**config.mk**
```make
export PLATFORM = sky130hd
export DESIGN_NAME = multicycle_comparator
export DESIGN_NICKNAME = d
export VERILOG_FILES = /design/src/rtl/multicycle_comparator.sv
export SDC_FILE = /design/constraint.sdc
export NUM_CORES = 1
export LEC_CHECK = 0
export BUFFER_PORTS_ARGS = -buffer_cell sky130_fd_sc_hd__buf_2
export CORE_MARGIN = 2
export CORE_UTILIZATION = 35
export DETAILED_ROUTE_END_ITERATION = 10
export PLACE_DENSITY = 0.65
export SLEW_MARGIN = 10
export SYNTH_ARGS = -nofsm -noshare
export SYNTH_HDL_FRONTEND = slang
export SYNTH_SLANG_ARGS = --single-unit
```
**constraint.sdc**
```tcl
create_clock -name clk -period 3.3 [get_ports clk]
set_input_delay 0.495 -clock clk [delete_from_list [all_inputs] [get_ports clk]]
set_output_delay 0.495 -clock clk [all_outputs]
set_load 0.01 [all_outputs]
```
**src/rtl/multicycle_comparator.sv**
```systemverilog
// Multicycle magnitude comparator: walks the captured operands MSB-first, CHUNK bits
// per cycle, and stops at the first differing chunk. Supports unsigned and two's-complement.
module multicycle_comparator #(
    parameter int unsigned WIDTH = 16,
    parameter int unsigned CHUNK = 4
) (
    input  logic             clk,
    input  logic             rst_n,
    input  logic             start,
    input  logic [WIDTH-1:0] a,
    input  logic [WIDTH-1:0] b,
    input  logic             signed_mode,
    output logic             busy,
    output logic             done,
    output logic             g,
    output logic             e,
    output logic             l
);

    localparam int unsigned NCH   = WIDTH / CHUNK;
    localparam int unsigned IDX_W = (NCH > 1) ? $clog2(NCH) : 1;
    localparam logic [IDX_W-1:0] LAST_IDX = IDX_W'(NCH - 1);

    typedef enum logic {
        IDLE = 1'b0,
        CMP  = 1'b1
    } state_t;

    state_t             state_q, state_d;
    logic [IDX_W-1:0]   idx_q, idx_d;
    logic [WIDTH-1:0]   a_q, a_d;
    logic [WIDTH-1:0]   b_q, b_d;
    logic               sm_q, sm_d;
    logic               busy_q, busy_d;
    logic               done_q, done_d;
    logic               g_q, g_d;
    logic               e_q, e_d;
    logic               l_q, l_d;

    logic [CHUNK-1:0]   cur_a;
    logic [CHUNK-1:0]   cur_b;

    // Select the current chunk; in signed mode flip the sign bit so an unsigned compare orders correctly.
    always_comb begin
        cur_a = '0;
        cur_b = '0;
        for (int unsigned i = 0; i < NCH; i++) begin
            if (idx_q == IDX_W'(i)) begin
                cur_a = a_q[(NCH - 1 - i) * CHUNK +: CHUNK];
                cur_b = b_q[(NCH - 1 - i) * CHUNK +: CHUNK];
            end
        end
        if (sm_q && (idx_q == '0)) begin
            cur_a[CHUNK-1] = ~cur_a[CHUNK-1];
            cur_b[CHUNK-1] = ~cur_b[CHUNK-1];
        end
    end

    // Next-state and output logic.
    always_comb begin
        state_d = state_q;
        idx_d   = idx_q;
        a_d     = a_q;
        b_d     = b_q;
        sm_d    = sm_q;
        done_d  = 1'b0;
        g_d     = g_q;
        e_d     = e_q;
        l_d     = l_q;

        unique case (state_q)
            IDLE: begin
                if (start) begin
                    a_d     = a;
                    b_d     = b;
                    sm_d    = signed_mode;
                    idx_d   = '0;
                    state_d = CMP;
                end
            end
            CMP: begin
                if (cur_a != cur_b) begin
                    g_d     = (cur_a > cur_b);
                    l_d     = (cur_a < cur_b);
                    e_d     = 1'b0;
                    done_d  = 1'b1;
                    state_d = IDLE;
                end else if (idx_q == LAST_IDX) begin
                    g_d     = 1'b0;
                    l_d     = 1'b0;
                    e_d     = 1'b1;
                    done_d  = 1'b1;
                    state_d = IDLE;
                end else begin
                    idx_d   = idx_q + IDX_W'(1);
                end
            end
            default: state_d = IDLE;
        endcase

        busy_d = (state_d == CMP);
    end

    always_ff @(posedge clk or negedge rst_n) begin
        if (!rst_n) begin
            state_q <= IDLE;
            idx_q   <= '0;
            a_q     <= '0;
            b_q     <= '0;
            sm_q    <= 1'b0;
            busy_q  <= 1'b0;
            done_q  <= 1'b0;
            g_q     <= 1'b0;
            e_q     <= 1'b0;
            l_q     <= 1'b0;
        end else begin
            state_q <= state_d;
            idx_q   <= idx_d;
            a_q     <= a_d;
            b_q     <= b_d;
            sm_q    <= sm_d;
            busy_q  <= busy_d;
            done_q  <= done_d;
            g_q     <= g_d;
            e_q     <= e_d;
            l_q     <= l_d;
        end
    end

    assign busy = busy_q;
    assign done = done_q;
    assign g    = g_q;
    assign e    = e_q;
    assign l    = l_q;

endmodule

```
After elaboration in Yosys (flattened, before gate mapping)
Index checks and enable logic that the tools add are counted.

Register bits: 40. Output and inout port bits: 5.

Add/subtract/negate cells: 1. Order comparisons: 2. Eq/ne operators: 7. Mux-type cells: 26. Bitwise logic cells: 3. Reduce and logical (&&, ||, !) cells: 6.

Operators with widths (number): 2-to-1 mux 4 bit (8); 2-to-1 mux 1 bit (13); 2-to-1 mux 2 bit (3); != test 2 bit, second input constant (3); == test 2 bit, second input constant (2); > comparator 4 bit (1); < comparator 4 bit (1); != test 4 bit (1); one-hot mux 2 bit (2 select lines) (1); AND reduction 2 bit (2); inverter 1 bit (3); AND reduction 3 bit (1); adder 2 x 1 -> 2 bit, second input constant (1); == test 2 x 1 -> 1 bit, second input constant (1); zero test 2 bit (1); one-hot mux 1 bit (2 select lines) (1); nonzero test 2 bit (1); logical AND 1 bit (1).

Logic depth before layout (Yosys ltp)
Depth in word-level cells: 10. Mapped depth: 12. Mapped depth without buffers: 11.

Least setup slack after synthesis
Ideal clock, no wire load.

Kind: flip-flop to flip-flop. From: register idx_q[0]. To: register idx_q[1]. Arrival time: 2.170 ns. Path slack: 1.004 ns. Stages on the path, launching flop included: 12. Path buffers: 1. Cell sequence: dfrtp_1 ha_1 buf_6 nor2b_4 a22oi_1 a21oi_1 xnor2_1 ha_1 nand4_2 nor2_2 nand2_2 mux2_4.

Word-level cells in the longest chain between the ends: 10. Elaborated cells between the ends (all ways): 25. Classes of those cells: add/sub (1); eq/ne (6); mux (13); bitwise (2); reduce/logical (3).

RTL lines: start, declared (line 30) `logic [IDX_W-1:0] idx_q, idx_d;`; start signal, assigned (line 118) `idx_q <= idx_d;`; zero test 2 bit (line 48, 53); 2-to-1 mux 4 bit (4 in series) (line 48) `if (idx_q == IDX_W'(i)) begin`; inverter 1 bit (on tied branches) (line 54, 55); 2-to-1 mux 1 bit (line 53) `if (sm_q && (idx_q == '0)) begin`; != test 4 bit (line 82) `if (cur_a != cur_b) begin`; != test 2 bit (no line); AND reduction 3 bit (no line).

Several ways; a longest one is shown, not always the timed one. The select of a mux whose other input is x is not followed. A chain may end at the register's enable or synchronous reset.

Worst setup path after layout
From: register idx_q[1]. To: register l_q (netlist: l).

Word-level cells in the longest chain between the ends: 10. Elaborated cells between the ends (all ways): 22. Classes of those cells: order compare (1); eq/ne (4); mux (11); bitwise (2); reduce/logical (4).

RTL lines: branches (longest 10 deep; another with < comparator 4 bit); end signal, assigned (line 126) `l_q <= l_d;`; end, declared (line 38) `logic l_q, l_d;`.

Parallel ways; which one is timed is not known.

==> reports/results.txt <==
Critical path endpoint category: register
First-pass GRT wire length: 6.91 mm
DP HPWL: 2.92 mm
Syn_area_per_cell: 8.82 sq um
Worst EP required: 3.53 ns
Post-synthesis sequential area ratio: 50.9%
Worst setup SP type: register
Area of the die: 6240 sq um
Largest net degree at the start of global routing: 41
Number of synthesized flops with an enable pin: 0
Fin crit period: 2.73 ns
Ranking of synthesized cells by area: dfrtp_1 51%, nand2_1 20%, ha_1 5.1%, a221oi_1 2.2%, a21oi_1 2.0%
Row count: 27
Post-route ant nets: 0
DIE WIDTH: 79.0 um
Max clock buf depth: 2
Final Cycle Share: 82.7%
TritonCTS clock tree: built
RSZ-0062 raised after global routing: no
GRT Resource Usage Total: 14.3%
Final slew viol count: 0
Top_reg_cell synth: dfrtp_1
Hold/Removal Path Class: input pin to async pin
Seq pwr share: 42.4%
Clock slew at reported path FFs: 0.07 ns
Final instance area: 2270 sq um
Top cell type's share of synthesized area: 50.9%
Distinct cells, synth: 29
Antenna violations before repair: 0
Final std cells w/o fill: 331
Pwr Density: 867 nW/um^2
Starting Density: 35.9%
Total CTS buffers: 5
Seq cells post-synth: 40
Final Util: 41.4%
Die height: 79.0 um
Clock power share: 15.5%
Count leader, synth: nand2_1
Post-Syn Area: 1970 sq um
Core Footprint: 5470 sq um
PostCTS Resize Cnt: 0
Final hold vios: 0
Fraction of layout cells with a size suffix above 1: 21.2%
Switching Fraction: 39.0%
Setup violations, final: 0
NetSw: 767 uW
# DRC: 0
Post-synth ARST share: 100%
Via count: 1526
Nets: 303
I/O pin cnt: 41
Hold Buf Count CTS: 0
Clock Sinks: 40
VDD IR-drop max: 0.286 mV
Status: completed
Max_cap viols: 0
Root Driver: clkbuf_8
Diode count: 0
Pre-CTS setup slack: 0.628 ns
Post-CTS Setup Inserts: 0
Syn_nets: 267
GP Congestion: 0.844
CP arrival: 2.95 ns
Skew final: 0.00649 ns
Gate Count Post-Synth: 223
CP Max Fanout: 10
Iter 0 DRT Violations: 64
Worst skew pair latency: 0.29 ns
Post-DP Area: 2190 sq um
Tightest Pin Transition: 0.872 ns
1st-pass router iterations: 4
Final WL: 4.05 mm
Wire length per cell: 12.2 um
Internal power: 1200 uW
Gate power share: 42.2%
Slew margin rel.: 41.8%
Crit Path Category: register to register
Fmax: 0.367 GHz
Cell taking the most area after synthesis: dfrtp_1
Final setup TNS: 0 ns
Buffers on Ports: 40
P&R area growth vs syn: 15.3%
Placed insts: 324
Synth cell count leaders: 106 x nand2_1, 40 x dfrtp_1, 8 x a21oi_1, 8 x buf_2, 8 x ha_1
Static leakage: 0.00121 uW
H-Tree Level Count: 2
Setup ws final: 0.572 ns
Yosys warnings: 0
Overflow after GRT: 0
Vias in the first global route: 1459
Vias/cell: 4.61
[stage by stage]
| stage | total power, uW | hold slack, ns |
|---|---|---|
| 2_1_floorplan | 1480 | 0.199 |
| 3_3_place_gp | 1660 | 0.465 |
| 3_5_place_dp | 1680 | 0.464 |
| 4_1_cts | 1990 | 0.345 |
| 5_1_grt | 2150 | 0.387 |
| 6_report | 1970 | 0.313 |
[power by group through the flow]
| stage | clock network [uW] | registers [uW] | logic, uW |
|---|---|---|---|
| after CTS | 315 | 836 | 838 |
| final | 304 | 833 | 829 |
| after detailed placement | 0 | 840 | 839 |
| after floorplan | 0 | 798 | 682 |
| after global placement | 0 | 845 | 811 |
| after global routing | 335 | 864 | 949 |
[worst paths after layout]
path	slack (ns)	start	depth (start not counted)	end
max	0.57	idx_q[1]$_DFFE_PN0P_	10	l$_DFFE_PN0P_
min	0.31	rst_n	1	g$_DFFE_PN0P_
max reg2reg	0.57	idx_q[1]$_DFFE_PN0P_	10	l$_DFFE_PN0P_
min reg2reg	0.48	b_q[13]$_DFFE_PN0P_	2	b_q[13]$_DFFE_PN0P_
max in group asynchronous	2.43	rst_n	1	l$_DFFE_PN0P_
min in group clk	0.39	b[1]	3	b_q[1]$_DFFE_PN0P_
[cell families after synthesis]
kind of cell,share of synthesized area (%)
simple gates,26.7
flops,50.9
compound gates,9.10
buf+inv,5.09
fa+ha+maj,5.09
mux,2.29
xor+xnor,0.891
[routing by layer]
metal | vias to the layer above | GRT usage, % | routed length [um]
li1 | 790 | - | -
met3 | 9 | 3.86 | 238
met4 | 0 | 5.69 | 73
met1 | 689 | 19.7 | 1940
met2 | 38 | 21.3 | 1800
met5 | - | 0 | 0
[registers in the layout, indices dropped and copies added (netlist names)]
name   count
a_q       16
b_q       16
idx_q      2
busy       1
done       1
e          1
g          1
l          1
sm_q       1
[final cells by class]
class                      instances  area, sq um
sequential                        40         1000
fill                             565         3210
clock buffer                       6         72.6
clock inverter                     1         5.00
tap                               72         90.1
inverter                           4         15.0
multi-input combinational        166          868
timing repair buffer              42          215
[critical path, cell delays in order (launching register included)]
cell and delay [ns]:
dfrtp_1 0.41, inv_1 0.11, ha_1 0.43, nor2b_4 0.13, a221oi_1 0.29, nor3_1 0.09
a21oi_1 0.16, ha_1 0.29, a21o_1 0.20, a211oi_1 0.34, a32o_1 0.21
[placed cells by master, fill, tap and decap left out]
master	netlist	routed
mux2_4	1	1
xor2_1	1	1
buf_2	8	40
nor3_1	2	2
inv_1	4	4
nand2_2	1	1
a211oi_1	1	1
ha_1	8	8
clkinv_2	0	1
a22oi_2	1	1
buf_4	3	2
a221oi_1	5	5
dfrtp_1	40	40
xnor2_1	1	1
o31ai_1	3	3
a21oi_1	8	8
nor2b_4	1	1
nor2_1	3	3
a32o_1	1	1
nand2b_1	3	3
a21o_1	1	1
a22oi_1	2	2
nor2b_1	6	5
nand2_1	106	106
nor2_2	1	1
clkbuf_8	0	5
nand3_1	2	2
nand4_2	1	1
clkbuf_1	0	1
o21ai_0	4	4
mux2i_1	3	3
nor2b_2	0	1
Power figures use the tool's default switching activity.
